## src/rtl/e203_nice_csr_bridge_pkg.sv

```systemverilog
// rtl/e203_nice_csr_bridge_pkg.sv - shared types and constants for the NICE CSR bridge
package e203_nice_csr_bridge_pkg;

  localparam int NICE_CSR_ADDR_W = 32;

  typedef enum logic [1:0] {
    ST_IDLE = 2'd0,
    ST_REQ  = 2'd1,
    ST_RSP  = 2'd2
  } bridge_state_e;

endpackage

```

## src/rtl/e203_nice_csr_bridge_if.sv

```systemverilog
// rtl/e203_nice_csr_bridge_if.sv - core-side and NICE-side CSR handshake signals of the bridge
interface e203_nice_csr_bridge_if
  import e203_nice_csr_bridge_pkg::*;
#(
  parameter int CSR_ADDR_W = 12
);

  logic                       csr_req_valid;
  logic                       csr_req_ready;
  logic [CSR_ADDR_W-1:0]      csr_req_addr;
  logic                       csr_req_wr;
  logic [31:0]                csr_req_wdata;
  logic                       csr_rsp_valid;
  logic                       csr_rsp_ready;
  logic [31:0]                csr_rsp_rdata;
  logic                       csr_rsp_err;
  logic                       csr_flush;
  logic                       nice_csr_valid;
  logic                       nice_csr_ready;
  logic [NICE_CSR_ADDR_W-1:0] nice_csr_addr;
  logic                       nice_csr_wr;
  logic [31:0]                nice_csr_wdata;
  logic [31:0]                nice_csr_rdata;

  // slave: the bridge itself; master: the surrounding core and CSR target
  modport slave (
    input  csr_req_valid, csr_req_addr, csr_req_wr, csr_req_wdata,
    input  csr_rsp_ready, csr_flush, nice_csr_ready, nice_csr_rdata,
    output csr_req_ready, csr_rsp_valid, csr_rsp_rdata, csr_rsp_err,
    output nice_csr_valid, nice_csr_addr, nice_csr_wr, nice_csr_wdata
  );

  modport master (
    output csr_req_valid, csr_req_addr, csr_req_wr, csr_req_wdata,
    output csr_rsp_ready, csr_flush, nice_csr_ready, nice_csr_rdata,
    input  csr_req_ready, csr_rsp_valid, csr_rsp_rdata, csr_rsp_err,
    input  nice_csr_valid, nice_csr_addr, nice_csr_wr, nice_csr_wdata
  );

endinterface

```

## src/rtl/e203_nice_csr_bridge.sv

```systemverilog
// rtl/e203_nice_csr_bridge.sv - single-outstanding core CSR to NICE CSR bridge with timeout
module e203_nice_csr_bridge
  import e203_nice_csr_bridge_pkg::*;
#(
  parameter int CSR_ADDR_W  = 12,
  parameter int TIMEOUT_CYC = 255
) (
  input  logic                   clk,
  input  logic                   rst,
  e203_nice_csr_bridge_if.slave  bus
);

  localparam int CNT_W = (TIMEOUT_CYC > 0) ? $clog2(TIMEOUT_CYC + 1) : 1;
  localparam logic [CNT_W-1:0] CNT_LAST = (TIMEOUT_CYC > 0) ? CNT_W'(TIMEOUT_CYC - 1) : '0;

  bridge_state_e         state_q, state_d;
  logic [CSR_ADDR_W-1:0] addr_q;
  logic                  wr_q;
  logic [31:0]           wdata_q;
  logic [CNT_W-1:0]      cnt_q;
  logic [31:0]           rsp_rdata_q, rsp_rdata_d;
  logic                  rsp_err_q, rsp_err_d;
  logic                  req_accept;
  logic                  rsp_load;

  always_ff @(posedge clk) begin
    if (rst) state_q <= ST_IDLE;
    else     state_q <= state_d;
  end

  always_comb begin
    state_d            = state_q;
    req_accept         = 1'b0;
    rsp_load           = 1'b0;
    rsp_rdata_d        = '0;
    rsp_err_d          = 1'b0;
    bus.csr_req_ready  = 1'b0;
    bus.nice_csr_valid = 1'b0;
    bus.csr_rsp_valid  = 1'b0;
    case (state_q)
      ST_IDLE: begin
        bus.csr_req_ready = 1'b1;
        if (bus.csr_req_valid && !bus.csr_flush) begin
          req_accept = 1'b1;
          state_d    = ST_REQ;
        end
      end
      ST_REQ: begin
        bus.nice_csr_valid = 1'b1;
        // Flush beats a coincident handshake: the target saw the access, the core does not
        if (bus.csr_flush) begin
          state_d = ST_IDLE;
        end else if (bus.nice_csr_ready) begin
          rsp_load    = 1'b1;
          rsp_rdata_d = wr_q ? 32'h0 : bus.nice_csr_rdata;
          state_d     = ST_RSP;
        end else if ((TIMEOUT_CYC != 0) && (cnt_q == CNT_LAST)) begin
          rsp_load  = 1'b1;
          rsp_err_d = 1'b1;
          state_d   = ST_RSP;
        end
      end
      ST_RSP: begin
        bus.csr_rsp_valid = 1'b1;
        if (bus.csr_flush || bus.csr_rsp_ready) state_d = ST_IDLE;
      end
      default: state_d = ST_IDLE;
    endcase
  end

  always_ff @(posedge clk) begin
    if (rst) begin
      addr_q      <= '0;
      wr_q        <= 1'b0;
      wdata_q     <= '0;
      cnt_q       <= '0;
      rsp_rdata_q <= '0;
      rsp_err_q   <= 1'b0;
    end else begin
      if (req_accept) begin
        addr_q  <= bus.csr_req_addr;
        wr_q    <= bus.csr_req_wr;
        wdata_q <= bus.csr_req_wdata;
        cnt_q   <= '0;
      end else if ((state_q == ST_REQ) && (cnt_q != '1)) begin
        cnt_q <= cnt_q + CNT_W'(1);
      end
      if (rsp_load) begin
        rsp_rdata_q <= rsp_rdata_d;
        rsp_err_q   <= rsp_err_d;
      end
    end
  end

  assign bus.nice_csr_addr  = NICE_CSR_ADDR_W'(addr_q);
  assign bus.nice_csr_wr    = wr_q;
  assign bus.nice_csr_wdata = wdata_q;
  assign bus.csr_rsp_rdata  = rsp_rdata_q;
  assign bus.csr_rsp_err    = rsp_err_q;

endmodule

```

## src/flat_wrapper.sv

```systemverilog
// flat-port wrapper written by rule: the top's interface ports become plain ports
module e203_nice_csr_bridge_flat import e203_nice_csr_bridge_pkg::*;
#(
  parameter int CSR_ADDR_W  = 12,
  parameter int TIMEOUT_CYC = 255
)
  (clk, rst, bus_csr_req_valid, bus_csr_req_addr, bus_csr_req_wr, bus_csr_req_wdata, bus_csr_rsp_ready, bus_csr_flush, bus_nice_csr_ready, bus_nice_csr_rdata, bus_csr_req_ready, bus_csr_rsp_valid, bus_csr_rsp_rdata, bus_csr_rsp_err, bus_nice_csr_valid, bus_nice_csr_addr, bus_nice_csr_wr, bus_nice_csr_wdata);
  e203_nice_csr_bridge_if #(.CSR_ADDR_W(CSR_ADDR_W)) bus_i ();
  input  logic clk;
  input  logic rst;
  input wire logic [$bits(bus_i.csr_req_valid)-1:0] bus_csr_req_valid;
  input wire logic [$bits(bus_i.csr_req_addr)-1:0] bus_csr_req_addr;
  input wire logic [$bits(bus_i.csr_req_wr)-1:0] bus_csr_req_wr;
  input wire logic [$bits(bus_i.csr_req_wdata)-1:0] bus_csr_req_wdata;
  input wire logic [$bits(bus_i.csr_rsp_ready)-1:0] bus_csr_rsp_ready;
  input wire logic [$bits(bus_i.csr_flush)-1:0] bus_csr_flush;
  input wire logic [$bits(bus_i.nice_csr_ready)-1:0] bus_nice_csr_ready;
  input wire logic [$bits(bus_i.nice_csr_rdata)-1:0] bus_nice_csr_rdata;
  output wire logic [$bits(bus_i.csr_req_ready)-1:0] bus_csr_req_ready;
  output wire logic [$bits(bus_i.csr_rsp_valid)-1:0] bus_csr_rsp_valid;
  output wire logic [$bits(bus_i.csr_rsp_rdata)-1:0] bus_csr_rsp_rdata;
  output wire logic [$bits(bus_i.csr_rsp_err)-1:0] bus_csr_rsp_err;
  output wire logic [$bits(bus_i.nice_csr_valid)-1:0] bus_nice_csr_valid;
  output wire logic [$bits(bus_i.nice_csr_addr)-1:0] bus_nice_csr_addr;
  output wire logic [$bits(bus_i.nice_csr_wr)-1:0] bus_nice_csr_wr;
  output wire logic [$bits(bus_i.nice_csr_wdata)-1:0] bus_nice_csr_wdata;
  assign bus_i.csr_req_valid = bus_csr_req_valid;
  assign bus_i.csr_req_addr = bus_csr_req_addr;
  assign bus_i.csr_req_wr = bus_csr_req_wr;
  assign bus_i.csr_req_wdata = bus_csr_req_wdata;
  assign bus_i.csr_rsp_ready = bus_csr_rsp_ready;
  assign bus_i.csr_flush = bus_csr_flush;
  assign bus_i.nice_csr_ready = bus_nice_csr_ready;
  assign bus_i.nice_csr_rdata = bus_nice_csr_rdata;
  assign bus_csr_req_ready = bus_i.csr_req_ready;
  assign bus_csr_rsp_valid = bus_i.csr_rsp_valid;
  assign bus_csr_rsp_rdata = bus_i.csr_rsp_rdata;
  assign bus_csr_rsp_err = bus_i.csr_rsp_err;
  assign bus_nice_csr_valid = bus_i.nice_csr_valid;
  assign bus_nice_csr_addr = bus_i.nice_csr_addr;
  assign bus_nice_csr_wr = bus_i.nice_csr_wr;
  assign bus_nice_csr_wdata = bus_i.nice_csr_wdata;
  e203_nice_csr_bridge #(.CSR_ADDR_W(CSR_ADDR_W), .TIMEOUT_CYC(TIMEOUT_CYC)) u_core (.clk(clk), .rst(rst), .bus(bus_i));
endmodule
```

## config.mk

```make
export PLATFORM = sky130hd
export DESIGN_NAME = e203_nice_csr_bridge_flat
export DESIGN_NICKNAME = d
export VERILOG_FILES = /design/src/rtl/e203_nice_csr_bridge_pkg.sv /design/src/rtl/e203_nice_csr_bridge_if.sv /design/src/rtl/e203_nice_csr_bridge.sv /design/src/flat_wrapper.sv
export SDC_FILE = /design/constraint.sdc
export NUM_CORES = 1
export LEC_CHECK = 0
export CAP_MARGIN = 10
export CORE_MARGIN = 1.5
export CORE_UTILIZATION = 41
export DETAILED_ROUTE_END_ITERATION = 10
export PLACE_DENSITY = 0.85
export RECOVER_POWER = 100
export SLEW_MARGIN = 20
export SYNTH_ARGS = -nofsm -noshare
export SYNTH_HDL_FRONTEND = slang
export SYNTH_SLANG_ARGS = --single-unit
```

## constraint.sdc

```tcl
create_clock -name clk -period 2.6 [get_ports clk]
set_input_delay 0.65 -clock clk [delete_from_list [all_inputs] [get_ports clk]]
set_output_delay 0.65 -clock clk [all_outputs]
set_load 0.02 [all_outputs]
```

==> metrics.yaml, run 1 <==
yosys:
  yosys.area.top_type: "dfxtp_1"
  seq_area_frac_synth_pct: 53.0
  synth_seq_cells: 88
  synth_enable_flop_cells: 0
  synth_ff_type: "dfxtp_1"
  syn-cell-area_mm2: 0.00332
  ys.warnings.count: 0
  synth_cell_types: 40
  avgSynthCellArea_um2: 9.36
  synthTopCellsByArea: "dfxtp_1, nand2_1, a22o_1"
  synth.top_cell.area_share_pct: 53.0
  synth-async-reset-ratio_pct: 0
  syn_inst: 355
clocking:
  clk_pin_slew_ns: 0.09
  cts_tree: "done"
  clkLatencyLatePin_ns: 0.36
  cts_sinks: 88
  htree_levels: 3
  clock-root-buffer: "clkbuf_8"
  cts_buffers: 9
  postCtsHoldBufs: 0
  cts_resized: 0
  clockBufferDepth: 2
  cts_setup_buffers: 0
place:
  place.gp.congestion: 0.837
  hpwlAfterDp_um: 6400
  place_ws_ns: 0.409
  port_buffers: 163
  placed_cell_area_mm2: 0.00495
sta:
  slew_viol_final: 0
  clock_skew_ns: 0.0154
  fin_crit_ns: 2.33
  fin_crit_sh_pct: 89.8
  rsz0062_at_grt: "false"
  hold_viol_final: 0
  max_freq_ghz: 0.429
  slew_headroom_pct: 38.1
  tns_ns: 0
  worst_pin_slew_ns: 0.928
  setup_viol: 0
  worst_slack_ns: 0.266
  hold_ws_ns: 0.454
drt:
  drc: 0
  routed_via_density: 4.93
  num_vias: 3044
  wl_per_cell_um: 14.2
  drt_iter0_markers: 125
  antenna_left: 0
  dr.pass1.iters: 4
  totalWireLength_um: 8750
pwr:
  pwr-share-comb_pct: 14.5
  power.leakage_nw: 2.14
  pwr-share-clk_pct: 35.4
  p_switching_w: 0.000760
  p_int_w: 0.00206
  switching_share_pct: 26.9
  ir_drop_uv: 312
  power.density_mw_per_mm2: 554
  seqPwrFrac_pct: 50.1
layout:
  fillers: 666
  utilization_pct: 65.3
  drive_above_1_share_pct: 6.20
  syn_to_final_growth_pct: 53.4
  diodes: 0
  stdcell_area_mm2: 0.00510
  nets: 596
global_route:
  antenna_found_initial: 0
  grt_use_total_pct: 20.3
  grt_start_max_net_pins: 47
  grt_pass1_vias: 2894
  overflow: 0
  grt_pass1_wl_um: 13800
worst_setup_path:
  worstSetupPathType: "flip-flop to output port"
  end_kind: "output port"
  cp_max_fo: 6
  worstPathArrival_ns: 1.68
  startpoint_type: "flip-flop"
  required_ns: 1.95
die:
  row_count: 32
  dieArea_mm2: 0.00866
  die_w_um: 93.0
  die_y_um: 93.0
  initial_core_util_pct: 42.6
  core_mm2: 0.00781
  pin_count: 184
flow_run:
  drv_cap: 0
run_status:
  run_status: "completed"
min_path:
  hold_class: "flip-flop to flip-flop"
-- cells in the final DEF, fill, tap and decap left out, types with 3 or more instances in the layout --
master            n
inv_6             3
dlygate4sd3_1    82
and3_1            3
dfxtp_1          88
a21oi_1          51
clkdlybuf4s50_1  80
nand2b_1          3
nor2_1            7
nand2_1          91
conb_1           20
a22o_1           30
nand4_1           3
a211oi_1          4
clkbuf_8          9
-- routing by layer --
metal / up-vias / track usage (%) / share of wire [%]
met2: 134 / 34.9 / 48
met4: 0 / 7.07 / 1.6
li1: 1496 / - / -
met3: 12 / 8.05 / 9.5
met1: 1402 / 22.7 / 41
met5: - / 0 / 0
-- area by class of cell --
| class | count | area (um^2) | area share (%) |
|---|---|---|---|
| clock inverters | 7 | 88.8 | 1.74 |
| repair buffers | 169 | 1690 | 33.1 |
| well taps | 102 | 128 | 2.50 |
| multi-input cells | 242 | 1310 | 25.6 |
| inverters | 1 | 3.75 | 0.0736 |
| clock buffers | 9 | 124 | 2.43 |
| flip-flops and latches | 88 | 1760 | 34.5 |
-- metrics by stage --
| stage | total power [W] | std cells |
|---|---|---|
| CTS | 0.00288 | 618 |
| global placement | 0.00188 | 602 |
| floorplan | 0.00166 | 374 |
| global route | 0.00294 | 618 |
| finish | 0.00282 | 618 |
| detailed placement | 0.00188 | 602 |
-- flip-flops by register name, summed over array words and instances (netlist names) --
register	flops
u_core.bus.csr_rsp_rdata	32
u_core.cnt_q	8
u_core.bus.csr_rsp_err	1
u_core.bus.nice_csr_wdata	32
u_core.state_q	2
u_core.bus.nice_csr_wr	1
u_core.addr_q	12
-- power by group through the flow --
stage	sequential, W	combinational [W]	clock [W]
after floorplan	0.00150	0.000166	0
after global placement	0.00145	0.000429	0
after detailed placement	0.00145	0.000436	0
after CTS	0.00142	0.000438	0.00102
after global routing	0.00142	0.000441	0.00108
final	0.00141	0.000410	0.00100
-- cells by family (layout without fill, tap and decap cells) --
family / count (synthesis) / count (layout) / synth area share [%]
and+or+nand+nor: 123 / 123 / 17.5
AOI/OAI and AO/OA: 94 / 94 / 19.1
DFF: 88 / 88 / 53.0
buffers and inverters: 44 / 186 / 8.69
adders and majority gates: 2 / 2 / 0.753
xor gates and xnor gates: 2 / 2 / 0.527
other: 1 / 20 / 0.113
muxes: 1 / 1 / 0.301
-- Yosys cell counts, types with 3 or more instances --
| cell type | n |
|---|---|
| buf_4 | 20 |
| dfxtp_1 | 88 |
| a21oi_1 | 51 |
| nand2_1 | 91 |
| buf_6 | 6 |
| nor2_1 | 7 |
| a211oi_1 | 4 |
| a22o_1 | 30 |
| buf_2 | 3 |
| clkbuf_1 | 9 |
| buf_1 | 5 |
| nand4_1 | 3 |
-- final timing paths --
path                          start                            to  slack [ns]  depth (start not counted)
hold / removal     u_core.addr_q[4]              u_core.addr_q[4]        0.45                          2
setup / recovery  u_core.state_q[0]             bus_csr_rsp_valid        0.27                          2
setup reg to reg  u_core.state_q[1]  u_core.bus.csr_rsp_rdata[31]        0.75                          5
hold reg to reg    u_core.addr_q[4]              u_core.addr_q[4]        0.45                          2
-- critical path: stages (launching register included) --
cell	delay, ns
dfxtp_1	0.43
and2b_2	0.25
dlygate4sd3_1	0.65
No activity file was read; power rests on OpenSTA's default activity.
==> run 2, diff against run 1 <==
--- a/config.mk
+++ b/config.mk
@@ -7,9 +7,9 @@
 export LEC_CHECK = 0
 export CAP_MARGIN = 10
 export CORE_MARGIN = 1.5
-export CORE_UTILIZATION = 41
+export CORE_UTILIZATION = 35
 export DETAILED_ROUTE_END_ITERATION = 10
-export PLACE_DENSITY = 0.85
+export PLACE_DENSITY = 0.77
 export RECOVER_POWER = 100
 export SLEW_MARGIN = 20
 export SYNTH_ARGS = -nofsm -noshare
==> constraint.sdc (replaced) <==
create_clock -name clk -period 2 [get_ports clk]
set_input_delay 0.5 -clock clk [delete_from_list [all_inputs] [get_ports clk]]
set_output_delay 0.5 -clock clk [all_outputs]
set_load 0.02 [all_outputs]
==> run 2 against run 1 <==
Largest cell class unchanged. Sequential cell count stayed put. Worst hold slack worse by 0.0016 ns. Critical path type unchanged. Register-to-register slack lost 0.56 ns. Power grew 27%. Sequential share of layout area shrank 0.39 points. First-iteration DRC count shrank 8.0%. Global-route usage shrank 3.1 points. Count of clock-buffer cells in the layout increased by 1. Clock power is 21% higher.
==> metrics.yaml, run 2 (same netlist as run 1, synthesis figures left out) <==
pwr:
  ir_drop_uv: 383
  power.density_mw_per_mm2: 693
  power.leakage_nw: 2.14
worst_setup_path:
  cp_max_fo: 3
  startpoint_type: "flip-flop"
  required_ns: 1.50
  path_cells: "clkdlybuf4s50_1"
  worstPathArrival_ns: 1.43
  rr_worst_depth: 5
  cp.buffers_inverters: 1
  crit_start: "u_core.bus.nice_csr_wr"
  worstSetupPathType: "flip-flop to output port"
  r2r_slack_ns: 0.19
  critical-path-max-stage-delay_ns: 0.68
  cpMaxStageDelayCell: "clkdlybuf4s50_1"
  reg2reg_to: "u_core.bus.csr_rsp_rdata[0]"
  r2r-start: "u_core.cnt_q[2]"
  end_kind: "output port"
  crit_family: "buffers and inverters"
clocking:
  htree_levels: 3
  cts_sinks: 88
  cts_tree: "done"
  clk_pin_slew_ns: 0.08
  clock-root-buffer: "clkbuf_8"
  clockBufferDepth: 2
  clkLatencyLatePin_ns: 0.35
  cts_buffers: 9
sta:
  slew_headroom_pct: 64.6
  max_freq_ghz: 0.519
  slew_viol_final: 0
  rsz0062_at_grt: "false"
  worst_pin_slew_ns: 0.529
  hold_viol_final: 0
  tns_ns: 0
  clock_skew_ns: 0.0113
  fin_crit_sh_pct: 96.3
  fin_crit_ns: 1.93
  setup_viol: 0
layout:
  final_cell_mix: "nand2_1, dfxtp_1, clkdlybuf4s50_1"
  diodes: 0
  final_cells: 647
  nets: 598
  fillers: 849
  drive_above_1_share_pct: 6.95
  mostFrequentLayoutCell: "nand2_1"
  syn_to_final_growth_pct: 55.3
  utilization_pct: 55.9
min_path:
  hold_depth: 2
  hold_class: "flip-flop to flip-flop"
  hold_end: "u_core.addr_q[11]"
  worstHoldStart: "u_core.addr_q[11]"
global_route:
  antenna_found_initial: 0
  overflow: 0
  grt_use_total_pct: 17.2
  grt_pass1_wl_um: 13800
  grt_pass1_vias: 2995
  grt_start_max_net_pins: 33
die:
  die_w_um: 100
  initial_core_util_pct: 36.0
  die_y_um: 100
  row_count: 35
  pin_count: 184
  dieArea_mm2: 0.0101
  core_mm2: 0.00924
place:
  place.gp.congestion: 0.812
  placedCellCount: 631
  hpwlAfterDp_um: 6510
  port_buffers: 163
drt:
  num_vias: 3002
  dr.pass1.iters: 4
  totalWireLength_um: 8690
  wl_per_cell_um: 13.4
  routed_via_density: 4.64
  drc: 0
  antenna_left: 0
  drt_iter0_markers: 115
run_status:
  run_status: "completed"
flow_run:
  drv_cap: 0
-- run 2: cell count changes in the layout (fill, tap and decap cells not counted), moves of 2 or more --
cell	before	now
nor4b_1	2	0
dlygate4sd2_1	0	3
dlygate4sd3_1	82	76
clkinvlp_4	1	4
buf_4	1	4
inv_6	3	1
clkdlybuf4s50_1	80	83
-- run 2: timing repair --
action | 4_1_cts | 5_1_grt
buffers inserted | 0 | 0
endpoints found under the setup margin | 3 | 0
hold endpoints to repair | 0 | 0
gates resized for setup | 4 | 0
hold buffers | 0 | 0
-- run 2: routing by layer --
layer | routed length (um) | share of wire, % | vias to the layer above | global-route usage, %
li1 | - | - | 1491 | -
met3 | 737 | 8.5 | 16 | 7.42
met2 | 4300 | 50 | 131 | 31.0
met5 | 0 | 0 | - | 0
met1 | 3400 | 39 | 1364 | 17.7
met4 | 242 | 2.8 | 0 | 6.50
-- run 2: final cells by class --
class | count | area (um^2) | area share [%]
inverter | 1 | 3.75 | 0.0727
multi-input combinational | 242 | 1330 | 25.8
tap | 129 | 161 | 3.13
sequential | 88 | 1760 | 34.1
clock inverter | 6 | 68.8 | 1.33
clock buffer | 10 | 128 | 2.47
timing repair buffer | 171 | 1710 | 33.0
-- run 2: how the worst max path moves through the flow --
stage,to,cells after the start
floorplan,u_core.cnt_q[5],4
global placement,u_core.bus.csr_rsp_rdata[12],5
detailed placement,u_core.bus.nice_csr_wdata[26],5
CTS,bus_nice_csr_wr,1
global route,u_core.bus.nice_csr_wdata[5],5
finish,bus_nice_csr_wr,1
-- run 2: power by group --
part | internal (W) | leakage, nW | total (W) | switching, W
logic | 0.000273 | 1.34 | 0.000536 | 0.000263
clock network | 0.000582 | 0.0851 | 0.00121 | 0.000624
registers | 0.00181 | 0.715 | 0.00184 | 0.0000294
total | 0.00266 | 2.14 | 0.00358 | 0.000916
-- run 2: per-stage QoR --
step	cell area, um^2	total power [W]	worst slack [ns]	hold slack [ns]
global route	5160	0.00375	0.0149	0.484
detailed placement	5000	0.00245	-0.00416	0.447
CTS	5190	0.00367	0.0629	0.460
floorplan	3400	0.00216	0.543	0.461
global placement	5000	0.00244	0.0413	0.441
finish	5160	0.00358	0.0745	0.452
==> run 3, diff against run 2 <==
--- a/config.mk
+++ b/config.mk
@@ -9,8 +9,10 @@
 export CORE_MARGIN = 1.5
 export CORE_UTILIZATION = 35
 export DETAILED_ROUTE_END_ITERATION = 10
+export HOLD_SLACK_MARGIN = 0.15
 export PLACE_DENSITY = 0.77
 export RECOVER_POWER = 100
+export SKIP_LAST_GASP = 1
 export SLEW_MARGIN = 20
 export SYNTH_ARGS = -nofsm -noshare
 export SYNTH_HDL_FRONTEND = slang
==> results of run 3 <==
No change in the layout: final DEF, timing and power equal those of run 2.
